### src/rtl/mult_share_arb.sv
`default_nettype none
// ============================================================================
// Module   : mult_share_arb
// Brief    : Shares one start/ready multiplier among NREQ requesters.
//            Optional macro MULT_SHARE_ARB_ROUND_ROBIN_EN enables a rotating
//            priority pointer; otherwise the lowest requesting index wins.
// Revision : 1.0
// ============================================================================
module mult_share_arb #(
  parameter int NREQ     = 4,
  parameter int DP_WIDTH = 8
) (
  input  logic                       clk,
  input  logic                       rst_b,
  input  logic [NREQ-1:0]            req,
  input  logic [NREQ*DP_WIDTH-1:0]   a_in,
  input  logic [NREQ*DP_WIDTH-1:0]   b_in,
  output logic [NREQ-1:0]            ack,
  output logic [2*DP_WIDTH-1:0]      result,
  output logic                       busy,
  output logic                       m_start,
  output logic [DP_WIDTH-1:0]        m_multiplicand,
  output logic [DP_WIDTH-1:0]        m_multiplier,
  input  logic                       m_rdy,
  input  logic [2*DP_WIDTH-1:0]      m_product
);

  localparam int IDX_W = $clog2(NREQ);

  typedef enum logic [1:0] {
    IDLE  = 2'd0,
    ISSUE = 2'd1,
    WAIT  = 2'd2,
    RESP  = 2'd3
  } state_t;

  state_t               state;
  state_t               state_nx;
  logic [IDX_W-1:0]     grant;
  logic [IDX_W-1:0]     win;
  logic [IDX_W-1:0]     idx;
  logic                 found;
  logic [DP_WIDTH-1:0]  sel_a;
  logic [DP_WIDTH-1:0]  sel_b;

`ifdef MULT_SHARE_ARB_ROUND_ROBIN_EN
  localparam logic [IDX_W:0]   NREQ_CNT = (IDX_W+1)'(NREQ);
  localparam logic [IDX_W-1:0] LAST_IDX = IDX_W'(NREQ-1);

  logic [IDX_W-1:0] ptr;
  logic [IDX_W:0]   sum;

  always_ff @(posedge clk or negedge rst_b) begin
    if (!rst_b) begin
      ptr <= '0;
    end else if (state == RESP) begin
      ptr <= (grant == LAST_IDX) ? '0 : grant + IDX_W'(1);
    end
  end
`endif

  // Scan candidates in priority order; the first requesting one wins.
  always_comb begin
    found = 1'b0;
    win   = '0;
    idx   = '0;
`ifdef MULT_SHARE_ARB_ROUND_ROBIN_EN
    sum   = '0;
`endif
    for (int k = 0; k < NREQ; k++) begin
`ifdef MULT_SHARE_ARB_ROUND_ROBIN_EN
      sum = {1'b0, ptr} + k[IDX_W:0];
      if (sum >= NREQ_CNT) begin
        sum = sum - NREQ_CNT;
      end
      idx = sum[IDX_W-1:0];
`else
      idx = k[IDX_W-1:0];
`endif
      if (!found && req[idx]) begin
        found = 1'b1;
        win   = idx;
      end
    end
  end

  always_comb begin
    sel_a = '0;
    sel_b = '0;
    for (int k = 0; k < NREQ; k++) begin
      if (win == k[IDX_W-1:0]) begin
        sel_a = a_in[k*DP_WIDTH +: DP_WIDTH];
        sel_b = b_in[k*DP_WIDTH +: DP_WIDTH];
      end
    end
  end

  always_comb begin
    state_nx = state;
    case (state)
      IDLE:    if (found && m_rdy) state_nx = ISSUE;
      ISSUE:   if (!m_rdy)         state_nx = WAIT;
      WAIT:    if (m_rdy)          state_nx = RESP;
      RESP:                        state_nx = IDLE;
      default:                     state_nx = IDLE;
    endcase
  end

  always_ff @(posedge clk or negedge rst_b) begin
    if (!rst_b) begin
      state          <= IDLE;
      grant          <= '0;
      m_multiplicand <= '0;
      m_multiplier   <= '0;
      result         <= '0;
    end else begin
      state <= state_nx;
      // Operands are frozen here and held until the next grant.
      if (state == IDLE && state_nx == ISSUE) begin
        grant          <= win;
        m_multiplicand <= sel_a;
        m_multiplier   <= sel_b;
      end
      if (state == WAIT && m_rdy) begin
        result <= m_product;
      end
    end
  end

  assign busy    = (state != IDLE);
  assign m_start = (state == ISSUE);

  always_comb begin
    ack = '0;
    if (state == RESP) begin
      ack[grant] = 1'b1;
    end
  end

endmodule
`default_nettype wire

### config.mk
export PLATFORM = sky130hd
export DESIGN_NAME = mult_share_arb
export DESIGN_NICKNAME = d
export VERILOG_FILES = /design/src/rtl/mult_share_arb.sv
export SDC_FILE = /design/constraint.sdc
export NUM_CORES = 1
export LEC_CHECK = 0
export CORE_UTILIZATION = 33
export CTS_CLUSTER_DIAMETER = 60
export DETAILED_ROUTE_END_ITERATION = 8
export GPL_TIMING_DRIVEN = 0
export PLACE_DENSITY = 0.71
export SETUP_SLACK_MARGIN = 0.05
export SYNTH_ARGS = -nofsm -noshare
export SYNTH_HDL_FRONTEND = slang
export SYNTH_SLANG_ARGS = --single-unit
export TNS_END_PERCENT = 20
### constraint.sdc
create_clock -name clk -period 2.07 [get_ports clk]
set_input_delay 0.414 -clock clk [delete_from_list [all_inputs] [get_ports clk]]
set_output_delay 0.414 -clock clk [all_outputs]
set_load 0.01 [all_outputs]
# Word level (Yosys, flattened, before mapping)
# Cells that the tools add are included.
# word_totals
inputBits	87
reg_bits	36
word_cells	49
# classes
n_eq_ne	7
n_reduce_logical	13
n_mux	22
order_cmp	2
# ops
operator	n
$mux W8	8
$mux W2	5
$eq A2 B2 Y1 const B	4
$pmux W2 S4	1
$logic_and A1 B1 Y1	7
$eq A2 B1 Y1 const B	3
$mux W1	6
$logic_not A2 Y1	2
$mux W4	1
$logic_not A1 Y1	3
$lt A2 B3 Y1 const B	1
$demux W1 S2	1
$ge A2 B1 Y1 const B	1
$reduce_bool A2 Y1	1

# Depth between registers and ports, before layout
# logic_depth
ltp_word	15
mapped_depth	8
mapped_depth_nobuf	4

# Worst setup path after synthesis
# No wires, ideal clock.
# synth_path
path_type	input-to-reg
startpoint	in req[2]
endpoint	reg m_multiplicand[3]
required_time_ns	1.944
path_slack_ns	0.540
arrival_ns	1.404
stages	8
cell_sequence	buf_6 > nand2b_4 > buf_6 > or2_1 > buf_6 > buf_8 > nor2_4 > o31ai_2
# synth_via
elab_chain_len	10
# synth_lines
element	line_no	rtl
start, declared	15	input logic [NREQ-1:0] req,
$logic_and A1 B1 Y1 (*)	80	if (!found && req[idx]) begin
$mux W1	80	
$logic_not A1 Y1	80	
$logic_and A1 B1 Y1	80	
$mux W1 or $mux W2 (tied branches)	80	
$logic_and A1 B1 Y1 or $logic_not A2 Y1 (tied branches)	101, 91	
$mux W2 or $mux W8 (tied branches)	101, 91	
$pmux W2 S4 or $mux W8 (tied branches)	100, 91	
$eq A2 B1 Y1 or $mux W8 (tied branches)	119, 91	
$logic_and A1 B1 Y1 or $mux W8 (tied branches)	119, 91	
end signal, assigned	121	m_multiplicand <= sel_a;
end, declared	22	output logic [DP_WIDTH-1:0] m_multiplicand,
# Every way passes the cells marked *; elsewhere a longest branch is shown, timed or not.
# A chain may end at the register's enable or synchronous reset.

# Worst setup path in the final report
# layout_path
startpoint	reg state[1]
endpoint	out busy
# layout_via
elab_chain_len	1
# layout_lines
element	line_no	rtl
start, declared	37	state_t state;
start signal, assigned	117	state <= state_nx;
$reduce_bool A2 Y1	130	assign busy = (state != IDLE);
end, declared	20	output logic busy,
# No other way between the ends.

==> flow_results.xml <==
<?xml version="1.0" encoding="UTF-8"?>
<metrics>
  <group name="synthesis">
    <metric name="synth_seq_cells" unit="">36</metric>
    <metric name="synth_area_leader" unit="">sky130_fd_sc_hd__dfrtp_1</metric>
    <metric name="synth.net_count" unit="">295</metric>
    <metric name="synth_edf_count" unit="">0</metric>
    <metric name="synth_seq_area_share" unit="%">40.7</metric>
    <metric name="yosys_warnings" unit="">0</metric>
    <metric name="ys_async_sr_fraction" unit="%">100</metric>
    <metric name="synth_area_leaders" unit="">sky130_fd_sc_hd__dfrtp_1, sky130_fd_sc_hd__mux2_2, sky130_fd_sc_hd__a311oi_2, sky130_fd_sc_hd__nand2_1, sky130_fd_sc_hd__o31ai_2</metric>
    <metric name="yosysUniqueCellTypes" unit="">35</metric>
    <metric name="synth_most_common_cell" unit="">sky130_fd_sc_hd__dfrtp_1</metric>
    <metric name="synthCells" unit="">208</metric>
    <metric name="synth.top_cell.area_share" unit="%">40.7</metric>
    <metric name="netlist_area" unit="um^2">2210</metric>
    <metric name="synthesis.area_per_instance" unit="um^2">10.6</metric>
    <metric name="synth_common_cells" unit="">sky130_fd_sc_hd__dfrtp_1, sky130_fd_sc_hd__nand2_1, sky130_fd_sc_hd__a21oi_1, sky130_fd_sc_hd__nor2b_1, sky130_fd_sc_hd__mux2_2</metric>
    <metric name="dominantRegCellSynth" unit="">sky130_fd_sc_hd__dfrtp_1</metric>
  </group>
  <group name="placed_design">
    <metric name="place.detailed.hpwl" unit="um">4670</metric>
    <metric name="dpl_cell_area" unit="um^2">3530</metric>
    <metric name="buffer_ports.inserted" unit="">123</metric>
    <metric name="routabilityCongestion" unit="">0.806</metric>
  </group>
  <group name="setup_path">
    <metric name="timing.critical_path.from_type" unit="">register</metric>
    <metric name="critical_path_arrival" unit="ns">1.54</metric>
    <metric name="cp.required" unit="ns">1.66</metric>
    <metric name="reg2reg_depth" unit="">5</metric>
    <metric name="critical_path.endpoint_type" unit="">output pin</metric>
    <metric name="crit_path_max_fanout" unit="">6</metric>
    <metric name="crit-reg2reg-launch" unit="">state[1]$_DFF_PN0_</metric>
    <metric name="r2r_slack" unit="ns">0.42</metric>
    <metric name="regToRegEndpoint" unit="">m_multiplicand[4]$_DFFE_PN0P_</metric>
    <metric name="crit_path_end" unit="">busy</metric>
    <metric name="setup.worst_path.class" unit="">register to output pin</metric>
    <metric name="worst_setup_path_startpoint" unit="">state[1]$_DFF_PN0_</metric>
  </group>
  <group name="clock_tree">
    <metric name="clkTransAtPathRegs" unit="ns">0.07</metric>
    <metric name="cts-root-buf" unit="">sky130_fd_sc_hd__clkbuf_8</metric>
    <metric name="numClockSinks" unit="">36</metric>
    <metric name="holdBufCountCts" unit="">0</metric>
    <metric name="htree_levels" unit="">2</metric>
    <metric name="clock_tree_from_tritoncts" unit="">built</metric>
    <metric name="worstSkewPairLatency" unit="ns">0.28</metric>
    <metric name="num_cts_buffers" unit="">5</metric>
    <metric name="cts-root-to-sink-buffers" unit="">2</metric>
  </group>
  <group name="pwr">
    <metric name="worst_ir_drop_vdd" unit="uV">281</metric>
    <metric name="powerDensity" unit="nW/um^2">842</metric>
    <metric name="power_leakage" unit="nW">1.43</metric>
  </group>
  <group name="job">
    <metric name="drv.max_cap_violation_count" unit="">0</metric>
  </group>
  <group name="layout">
    <metric name="final_area" unit="um^2">3640</metric>
    <metric name="nets" unit="">427</metric>
    <metric name="area.growth.synth_to_final" unit="%">64.8</metric>
    <metric name="antenna_cells_inserted" unit="">0</metric>
    <metric name="fillers" unit="">596</metric>
    <metric name="layout-drive-gt1-share" unit="%">24.3</metric>
  </group>
  <group name="floorplan">
    <metric name="row_count" unit="">29</metric>
    <metric name="die_w" unit="um">83.9</metric>
    <metric name="die_height" unit="um">83.9</metric>
    <metric name="design.die.area" unit="um^2">7040</metric>
    <metric name="core-area" unit="um^2">6420</metric>
    <metric name="ioPinCount" unit="">125</metric>
    <metric name="initial_core_util" unit="%">34.4</metric>
  </group>
  <group name="detailed_routing">
    <metric name="detail_route.vias_per_cell" unit="">4.81</metric>
    <metric name="dr.first_iter.drc_count" unit="">51</metric>
    <metric name="routed_wirelength" unit="um">5810</metric>
    <metric name="routed-via-count" unit="">2009</metric>
    <metric name="drc" unit="">12</metric>
    <metric name="dr.pass1.iters" unit="">6</metric>
    <metric name="drt-wirelength-per-cell" unit="um">13.9</metric>
    <metric name="ant_nets" unit="">0</metric>
  </group>
  <group name="sta">
    <metric name="setup_tns" unit="ns">0</metric>
    <metric name="finClkSkew" unit="ns">0.00610</metric>
    <metric name="final_period_demand_of_the_worst_path" unit="ns">1.95</metric>
    <metric name="setup_repair_after_global_routing_missed_its_margin" unit="">yes</metric>
    <metric name="post-route-period-util" unit="%">94.3</metric>
    <metric name="timing.fmax" unit="MHz">512</metric>
    <metric name="tightestPinTransition" unit="ns">0.815</metric>
    <metric name="worst_hold_slack" unit="ns">0.214</metric>
    <metric name="timing.max_slew.rel_slack" unit="%">45.7</metric>
    <metric name="maxSlewViolCount" unit="">0</metric>
    <metric name="finalHoldViolCount" unit="">0</metric>
    <metric name="timing.final.setup_violations" unit="">0</metric>
  </group>
  <group name="global_routing">
    <metric name="first_global_vias" unit="">2053</metric>
    <metric name="global_routing_usage_on_met1" unit="%">21.3</metric>
    <metric name="wire_length_of_the_first_global_routing_pass" unit="um">9630</metric>
    <metric name="grtUsageTotal" unit="%">17.1</metric>
    <metric name="grt_antenna_before_repair" unit="">0</metric>
    <metric name="global_route.peak_usage_layer" unit="">met2</metric>
    <metric name="grt_overflow" unit="">0</metric>
    <metric name="groute.layer.met2.usage" unit="%">28.0</metric>
    <metric name="grt_max_degree" unit="">37</metric>
    <metric name="use_met3" unit="%">3.56</metric>
  </group>
  <group name="outcome">
    <metric name="violations" unit="">DRC</metric>
    <metric name="status" unit="">finished, violations left</metric>
  </group>
  <group name="min_path">
    <metric name="hp-class" unit="">input port to asynchronous set/reset pin</metric>
  </group>
</metrics>
## layer usage
| metal | vias to the layer above | part of all wire (%) |
|---|---|---|
| met5 | - | 0 |
| met4 | 0 | 3.2 |
| met3 | 18 | 7.1 |
| met2 | 95 | 48 |
| met1 | 894 | 42 |
| li1 | 1002 | - |
## timing repair
action	in CTS	in global routing
resized for setup	2	3
setup endpoints to repair	3	5
setup buffers	0	2
## layout by cell type (no fill, tap or decap), drive strengths merged
master / count
nand2b: 2
buf: 18
clkdlybuf4s50: 122
o21ai: 5
or2: 4
nand3b: 1
nor2: 18
o31ai: 16
inv: 3
a311oi: 15
nand2: 34
clkbuf: 9
nor3b: 2
nand3: 1
a21oi: 17
o21bai: 1
mux2: 16
o311a: 1
nor2b: 17
dfrtp: 36
a221oi: 1
nor3: 2
## how the worst min path moves through the flow
stage | start | end | slack, ns | depth (start not counted)
floorplan | rst_b | grant[0]$_DFFE_PN0P_ | 0.12 | 0
global placement | m_multiplier[0]$_DFFE_PN0P_ | m_multiplier[0]$_DFFE_PN0P_ | 0.46 | 2
detailed placement | m_multiplier[3]$_DFFE_PN0P_ | m_multiplier[3]$_DFFE_PN0P_ | 0.47 | 2
CTS | rst_b | grant[1]$_DFFE_PN0P_ | 0.25 | 1
global route | rst_b | state[0]$_DFF_PN0_ | 0.30 | 1
finish | rst_b | state[0]$_DFF_PN0_ | 0.21 | 1
## through the flow
stage	setup slack [ns]	utilization, %	instances	power [W]
6_report	0.118	56.8	418	0.00307
5_1_grt	0.0487	56.8	418	0.00327
4_1_cts	0.0772	56.5	416	0.00310
3_5_place_dp	-0.107	55.0	408	0.00259
3_3_place_gp	-0.253	55.1	408	0.00255
2_1_floorplan	0.540	-	208	0.00174
## final cells by class
type                            count  area, um^2  area share [%]
Clock buffer                        8        90.1            2.47
Sequential cell                    36         905            24.8
Multi-Input combinational cell    153        1170            32.2
Inverter                            3        11.3           0.309
Tap cell                           77        96.3            2.64
Timing Repair Buffer              125        1240            34.1
Buffer                             16         129            3.54
## sequential cells by signal, indices dropped and copies added, names as in the netlist
name            count
m_multiplier        8
state               2
result             16
grant               2
m_multiplicand      8
## where the power goes
group / internal, W / leakage (nW) / switching, W
logic: 0.000889 / 0.948 / 0.000542
clock network: 0.000271 / 0.0455 / 0.000228
registers: 0.000988 / 0.433 / 0.000152
total: 0.00215 / 1.43 / 0.000921
## kinds of logic (layout without fill, tap and decap cells)
| logic type | count (synthesis) | in the layout | share of synthesized area, % |
|---|---|---|---|
| simple gates | 81 | 81 | 21.5 |
| compound gates | 56 | 56 | 23.3 |
| flops | 36 | 36 | 40.7 |
| buf+inv | 19 | 152 | 6.28 |
| mux | 16 | 16 | 8.14 |
## critical path: stages (launching register included)
cell	delay [ns]
sky130_fd_sc_hd__dfrtp_2	0.44
sky130_fd_sc_hd__or2_2	0.33
sky130_fd_sc_hd__clkdlybuf4s50_1	0.49
Power figures use the tool's default switching activity.
